File: src/rtl/regfile_pkg.sv
// Shared widths and requester indices for the register-file writeback path.
// Imported by the arbiter top and by anything that drives its requesters.
package regfile_pkg;

    localparam int AW   = 5;
    localparam int DW   = 32;
    localparam int NREG = 2 ** AW;

    localparam int REQ_ALU  = 0;
    localparam int REQ_LOAD = 1;
    localparam int REQ_DBG  = 2;

    typedef logic [AW-1:0] addr_t;
    typedef logic [DW-1:0] data_t;

endpackage

File: src/rtl/rr_arbiter.sv
// Round-robin picker: first valid requester at or after ptr_i, wrapping.
// Purely combinational; the caller owns the pointer register.
module rr_arbiter #(
    parameter int NREQ = 3,
    parameter int PW   = (NREQ > 1) ? $clog2(NREQ) : 1
) (
    input  logic [NREQ-1:0] valid_i,
    input  logic [PW-1:0]   ptr_i,
    output logic [NREQ-1:0] grant_o,
    output logic [PW-1:0]   idx_o,
    output logic            any_o
);

    always_comb begin
        int  c;
        logic found;
        grant_o = '0;
        idx_o   = '0;
        found   = 1'b0;
        c       = 0;
        for (int k = 0; k < NREQ; k++) begin
            c = int'(ptr_i) + k;
            if (c >= NREQ) c = c - NREQ;
            if (!found && valid_i[c]) begin
                found      = 1'b1;
                grant_o[c] = 1'b1;
                idx_o      = PW'(c);
            end
        end
        any_o = found;
    end

endmodule

File: src/rtl/regfile_wb_arbiter.sv
// Write-port controller for the 32x32 register file: round-robin
// writeback arbitration plus a destination busy scoreboard for decode.
module regfile_wb_arbiter
    import regfile_pkg::*;
#(
    parameter int NREQ = 3
) (
    input  logic              clk,
    input  logic              res,
    input  logic [NREQ-1:0]   req_valid,
    input  logic [NREQ*AW-1:0] req_addr,
    input  logic [NREQ*DW-1:0] req_data,
    output logic [NREQ-1:0]   req_ready,
    output logic              wen,
    output logic [AW-1:0]     wadd,
    output logic [DW-1:0]     wdi,
    input  logic              claim_valid,
    input  logic [AW-1:0]     claim_addr,
    output logic              claim_ready,
    input  logic [AW-1:0]     rd_addr1,
    input  logic [AW-1:0]     rd_addr2,
    output logic              rd_stall,
    output logic              wb_orphan
);

    localparam int PW = (NREQ > 1) ? $clog2(NREQ) : 1;

    logic [NREQ-1:0] gnt;
    logic [PW-1:0]   gnt_idx;
    logic            gnt_any;

    logic            wen_q, wen_d;
    addr_t           wadd_q, wadd_d;
    data_t           wdi_q, wdi_d;
    logic [PW-1:0]   rr_q, rr_d;
    logic [NREG-1:0] busy_q, busy_d;
    logic            orphan_q, orphan_d;

    rr_arbiter #(
        .NREQ (NREQ),
        .PW   (PW)
    ) u_arb (
        .valid_i (req_valid),
        .ptr_i   (rr_q),
        .grant_o (gnt),
        .idx_o   (gnt_idx),
        .any_o   (gnt_any)
    );

    assign req_ready   = res ? '0 : gnt;
    assign claim_ready = ~res & claim_valid & ~busy_q[claim_addr];
    assign rd_stall    = busy_q[rd_addr1] | busy_q[rd_addr2];

    assign wen       = wen_q;
    assign wadd      = wadd_q;
    assign wdi       = wdi_q;
    assign wb_orphan = orphan_q;

    always_comb begin
        wen_d    = gnt_any;
        wadd_d   = wadd_q;
        wdi_d    = wdi_q;
        rr_d     = rr_q;
        busy_d   = busy_q;
        orphan_d = wen_q & ~busy_q[wadd_q];
        if (gnt_any) begin
            wadd_d = req_addr[int'(gnt_idx)*AW +: AW];
            wdi_d  = req_data[int'(gnt_idx)*DW +: DW];
            rr_d   = (gnt_idx == PW'(NREQ - 1)) ? '0 : gnt_idx + PW'(1);
        end
        // Clear before set so a same-edge claim keeps the register busy.
        if (wen_q) busy_d[wadd_q] = 1'b0;
        if (claim_ready) busy_d[claim_addr] = 1'b1;
    end

    always_ff @(posedge clk) begin
        if (res) begin
            wen_q    <= 1'b0;
            wadd_q   <= '0;
            wdi_q    <= '0;
            rr_q     <= '0;
            busy_q   <= '0;
            orphan_q <= 1'b0;
        end else begin
            wen_q    <= wen_d;
            wadd_q   <= wadd_d;
            wdi_q    <= wdi_d;
            rr_q     <= rr_d;
            busy_q   <= busy_d;
            orphan_q <= orphan_d;
        end
    end

endmodule

File: config.mk
export PLATFORM = sky130hd
export DESIGN_NAME = regfile_wb_arbiter
export DESIGN_NICKNAME = d
export VERILOG_FILES = /design/src/rtl/regfile_pkg.sv /design/src/rtl/rr_arbiter.sv /design/src/rtl/regfile_wb_arbiter.sv
export SDC_FILE = /design/constraint.sdc
export NUM_CORES = 1
export LEC_CHECK = 0
export CORE_MARGIN = 2
export CORE_UTILIZATION = 46
export DETAILED_ROUTE_END_ITERATION = 6
export PLACE_DENSITY = 0.91
export SLEW_MARGIN = 10
export SYNTH_ARGS = -nofsm -noshare
export SYNTH_HDL_FRONTEND = slang
export SYNTH_HIERARCHICAL = 1
export SYNTH_SLANG_ARGS = --single-unit
File: constraint.sdc
create_clock -name clk -period 3 [get_ports clk]
set_input_delay 0.45 -clock clk [delete_from_list [all_inputs] [get_ports clk]]
set_output_delay 0.45 -clock clk [all_outputs]
set_load 0.03 [all_outputs]
== After elaboration in Yosys (flattened, before gate mapping) ==
Cells that the tools add are included.
Cells by class
  add/subtract/negate cells: 6
  multipliers: 1
  magnitude comparators: 15
  equal/unequal tests: 1
  shift operators: 2
  multiplexer cells: 43
  bitwise logic cells: 12
  reductions and logical operators: 9
Operators with widths (number)
  $mux 32: 5
  $ge 32x1->1 const B: 3
  $lt 32x4->1 const B: 3
  $shiftx 96x8->32: 1
  $ge 32x3->1 const B: 2
  $sub 32x3->32 const B: 2
  $and 32x32->32: 1
  $not 32->32: 1
  $or 32x32->32: 1
  $lt 5x6->1 const B: 4
  $bmux 1 s5: 4
  $mux 1: 18
  $shiftx 15x6->5: 1
  $mux 3: 4
  $demux 1 s5: 2
  $ge 5x1->1 const B: 2
  $mux 2: 4
  $logic_and 1x1->1: 7
  $bmux 1 s2: 3
  $demux 1 s2: 3
  $or 3x3->3: 2
  $mul 2x3->5 const B: 1
  $add 2x1->3 const B: 1
  $add 2x2->3 const B: 1
  8 further kinds: 13
Storage, ports and cells
  flip-flop bits (word level): 73
  input bits: 132
  output and inout port bits: 44
  logic and storage cells: 95

== Longest topological paths before layout ==
  word-level depth: 14
  gate-level depth with buffers: 13
  mapped depth without buffers: 10

== Cells and area by module ==
Netlist, hierarchy kept.
Modules (own cells, without submodules)
  regfile_wb_arbiter: instances 1, cells each 530, area an instance 4670.7 um^2, sequential area each 1461.4 um^2
  rr_arbiter: instances 1, cells each 52, area an instance 381.6 um^2, sequential area each 0.0 um^2

== Worst setup path before layout ==
OpenSTA, ideal clock, no wires.
  kind: reg2reg
  from: register rr_q[0]
  to: register wadd_q[1] (netlist: wadd[1])
  setup time: 128 ps
  arrival time: 2427 ps
  data required time: 2872 ps
  setup slack: 446 ps
  cell stages (with the launch flop): 11
  path buffers: 2
  clock period less this slack: 2554 ps
  path through: dfxtp_1 inv_1 ha_1 buf_2 nor2_1 o32a_1 a21oi_1 clkbuf_1 mux2_2 a221oi_1 nor2_1
Between the ends
  word-level cells in the longest chain between the ends: 14
  elaborated cells between the ends (all ways): 32
  those cells by class: 5 x add/sub; 1 x mul; 3 x order compare; 1 x shift; 18 x mux; 4 x reduce/logical
Ends and longest elaborated chain
  from (decl): RTL line regfile_wb_arbiter.sv:35  | logic [PW-1:0] rr_q, rr_d;
  from (signal assigned): RTL line regfile_wb_arbiter.sv:88  | rr_q <= rr_d;
  branches (longest 11 deep; another with $sub 32x3->32)
  $mux 2 (*): RTL line rr_arbiter.sv:24  | if (!found && valid_i[c]) begin
  net gnt_idx[0]: RTL line regfile_wb_arbiter.sv:29  | logic [PW-1:0] gnt_idx;
  $mul 2x3->5 (*): RTL line regfile_wb_arbiter.sv:67  | wadd_d = req_addr[int'(gnt_idx)*AW +: AW];
  $shiftx 15x6->5 (*): RTL line regfile_wb_arbiter.sv:67
  to (signal assigned): RTL line regfile_wb_arbiter.sv:86  | wadd_q <= wadd_d;
  to (decl): RTL line regfile_wb_arbiter.sv:33  | addr_t wadd_q, wadd_d;
Mark *: on every way through the listed nets, which the timed path passes. The select of a mux whose other input is x is not followed.
A chain may end at the register's enable or synchronous reset.

== Worst setup path in the final report ==
  from: input port claim_addr[0]
  to: output port claim_ready
Between the ends
  word-level cells in the longest chain between the ends: 4
Ends and longest elaborated chain
  from (decl): RTL line regfile_wb_arbiter.sv:18  | input logic [AW-1:0] claim_addr,
  $bmux 1 s5: RTL line regfile_wb_arbiter.sv:51  | assign claim_ready = ~res & claim_valid & ~busy_q[claim_addr];
  $mux 1 (not written as such): RTL line regfile_wb_arbiter.sv:51
  $not 1->1: RTL line regfile_wb_arbiter.sv:51
  $and 1x1->1: RTL line regfile_wb_arbiter.sv:51
  to (decl): RTL line regfile_wb_arbiter.sv:19  | output logic claim_ready,
No other way between the ends. The select of a mux whose other input is x is not followed.

==> flow_summary.json <==
{
  "place_inst": 872,
  "die_h_um": 109,
  "port_buffers": 175,
  "routed_wl_um": 17700,
  "path_clk_slew_ns": 0.07,
  "htreeDepth": 3,
  "dp_slack_ns": -0.265,
  "syn_inst": 582,
  "n_antenna_cell": 0,
  "p_leak_nw": 2.59,
  "top_usage_layer": "met2",
  "crit_path_start_kind": "input pin",
  "dp.final_hpwl_um": 13100,
  "wire_per_inst_um": 19.9,
  "worstPathArrival_ns": 2.43,
  "start_util_pct": 46.8,
  "antenna_left": 0,
  "worst_slew_pin_slew_ns": 0.712,
  "cts-root-buf": "clkbuf_8",
  "syn_avg_cell_area_um2": 8.68,
  "cts_made_buffers": 9,
  "setup_violations": 0,
  "end_kind": "primary output",
  "tritoncts": "done",
  "final_max_slew_viol_count": 0,
  "grt_pass1_wl_um": 27600,
  "yosysWarnings": 6,
  "criticalPathCategory": "input pin to primary output",
  "grt-ovfl-total": 0,
  "ys.flop_type": "dfxtp_1",
  "vias_per_cell": 6.16,
  "final_hold_viol_count": 0,
  "via_count": 5472,
  "hp-class": "register to register",
  "synth_async_sr_flop_share_pct": 0,
  "required_ns": 2.55,
  "dpl-instance-area_um2": 7000,
  "seq_area_frac_synth_pct": 28.9,
  "cts_max_path_buffers": 2,
  "status": "completed",
  "fin_skew_ns": 0.0108,
  "fin_crit_sh_pct": 96.1,
  "fp.dieW_um": 109,
  "n_fill_cell": 824,
  "die_area_um2": 11800,
  "io_pins": 176,
  "drtIter0Drc": 396,
  "setup_ws_ns": 0.116,
  "relSlewSlack_pct": 52.5,
  "use_met3_pct": 7.23,
  "grt_max_degree": 66,
  "dr.pass1.iters": 5,
  "p_per_area_nw_per_um2": 804,
  "synth_nets": 718,
  "coreArea_um2": 10800,
  "layout-drive-gt1-share_pct": 13.2,
  "synth_area_leaders": "dfxtp_1 (29%), mux4_2 (11%), mux2i_1 (8.7%)",
  "yosys.area.top_type_share_pct": 28.9,
  "timing.fmax_mhz": 347,
  "ir_drop_mv": 0.511,
  "cts.sinks": 73,
  "clkLatencyLatePin_ns": 0.35,
  "gr-usage-all-layers_pct": 30.0,
  "yosys_register_bits": 73,
  "cap_violations": 0,
  "setup-tns-final_ns": 0,
  "grt_use_met1_pct": 35.0,
  "routabilityCongestion": 0.978,
  "instances_no_fill": 888,
  "grt_use_met2_pct": 51.5,
  "core.rowCount": 38,
  "finish.instance_area_um2": 7160,
  "layout_common_cells": "clkdlybuf4s50_1 (167), nor2_1 (78), dfxtp_1 (73)",
  "yosysTopAreaCell": "dfxtp_1",
  "netlist_area_um2": 5050,
  "postCtsSetupRepairBufs": 0,
  "period_needed_ns": 2.88,
  "rsz0062_at_grt": "no",
  "antenna_found_initial": 0,
  "synth_edf_count": 0,
  "nNetsFinal": 879,
  "timing.hold.ws_ns": 0.490,
  "drc": 0,
  "ys_types": 57,
  "ctsHoldBuffers": 0,
  "syn_to_final_growth_pct": 41.8,
  "grt_pass1_vias": 5499,
  "layout_commonest_cell": "clkdlybuf4s50_1",
  "cp_max_fo": 4
}
final timing paths:
check	start	to	slack, ns	depth (start not counted)
min reg2reg	wdi[3]	wdi[3]	0.49	2
min	wdi[3]	wdi[3]	0.49	2
max	claim_addr[0]	claim_ready	0.12	7
max reg2reg	rr_q[0]	wdi[1]	0.21	12
Yosys cell counts (all sizes together), types with 2 or more instances:
cell type,n
mux2,12
and3,3
mux4,26
a22oi,2
or3,6
a221oi,10
nand3b,24
nand2b,9
a211oi,31
buf,15
or2,2
ha,4
inv,7
a21oi,38
a31oi,2
clkbuf,34
nand3,6
nor4,3
nor2,79
dfxtp,73
o21ai,52
nand2,29
nor3b,3
a22o,3
or3b,2
nor2b,36
mux2i,46
and3b,2
a311oi,3
nor3,2
repair_timing:
item	in CTS	in global routing
gates cloned	0	0
gates resized for setup	7	10
pin swaps	0	0
endpoints found under the hold margin	0	0
setup endpoints to repair	5	8
cell families after synthesis:
logic type	count (synthesis)	synth area share, %
flip-flops	73	28.9
AND/OR/NAND/NOR	213	22.0
AO/OA/AOI/OAI	152	19.2
adder cells (fa/ha/maj)	4	0.991
multiplexers	84	24.0
buffers and inverters	56	4.88
routing by layer:
| metal | vias up | part of all wire (%) |
|---|---|---|
| met3 | 84 | 9.7 |
| met1 | 2567 | 36 |
| met5 | - | 0 |
| met4 | 0 | 4.7 |
| li1 | 2466 | - |
| met2 | 355 | 49 |
layout make-up:
| type | instances | area [µm²] | area share, % |
|---|---|---|---|
| Tap cell | 140 | 175 | 2.45 |
| Clock inverter | 6 | 35.0 | 0.489 |
| Sequential cell | 73 | 1460 | 20.4 |
| Multi-Input combinational cell | 453 | 3390 | 47.3 |
| Timing Repair Buffer | 199 | 1950 | 27.2 |
| Inverter | 7 | 26.3 | 0.367 |
| Clock buffer | 10 | 128 | 1.78 |
flip-flops by register name, indices dropped and copies added (netlist names):
register and flops:
wb_orphan 1, rr_q 2, wdi 32, wadd 5
wen 1, busy_q 32
where the power goes:
| part | internal (mW) | total (mW) | leakage [nW] | switching [mW] |
|---|---|---|---|---|
| Combinational | 1.56 | 3.53 | 1.90 | 1.97 |
| Sequential | 1.25 | 1.55 | 0.599 | 0.298 |
| Clock | 0.295 | 0.680 | 0.0818 | 0.385 |
| Total | 3.11 | 5.76 | 2.59 | 2.65 |
critical path, stage by stage:
cell and delay (ns):
dlygate4sd2_1 0.32, mux4_1 0.58, nand3b_1 0.11, a21oi_1 0.11, or3b_1 0.40, a221oi_2 0.24, buf_4 0.21
stage by stage:
| step | power (mW) | util [%] |
|---|---|---|
| after CTS | 5.72 | 66.3 |
| final | 5.76 | 66.4 |
| after detailed placement | 5.07 | 64.9 |
| after floorplan | 3.73 | - |
| after global placement | 4.95 | 64.9 |
| after global routing | 6.08 | 66.4 |
Power figures use the tool's default switching activity.
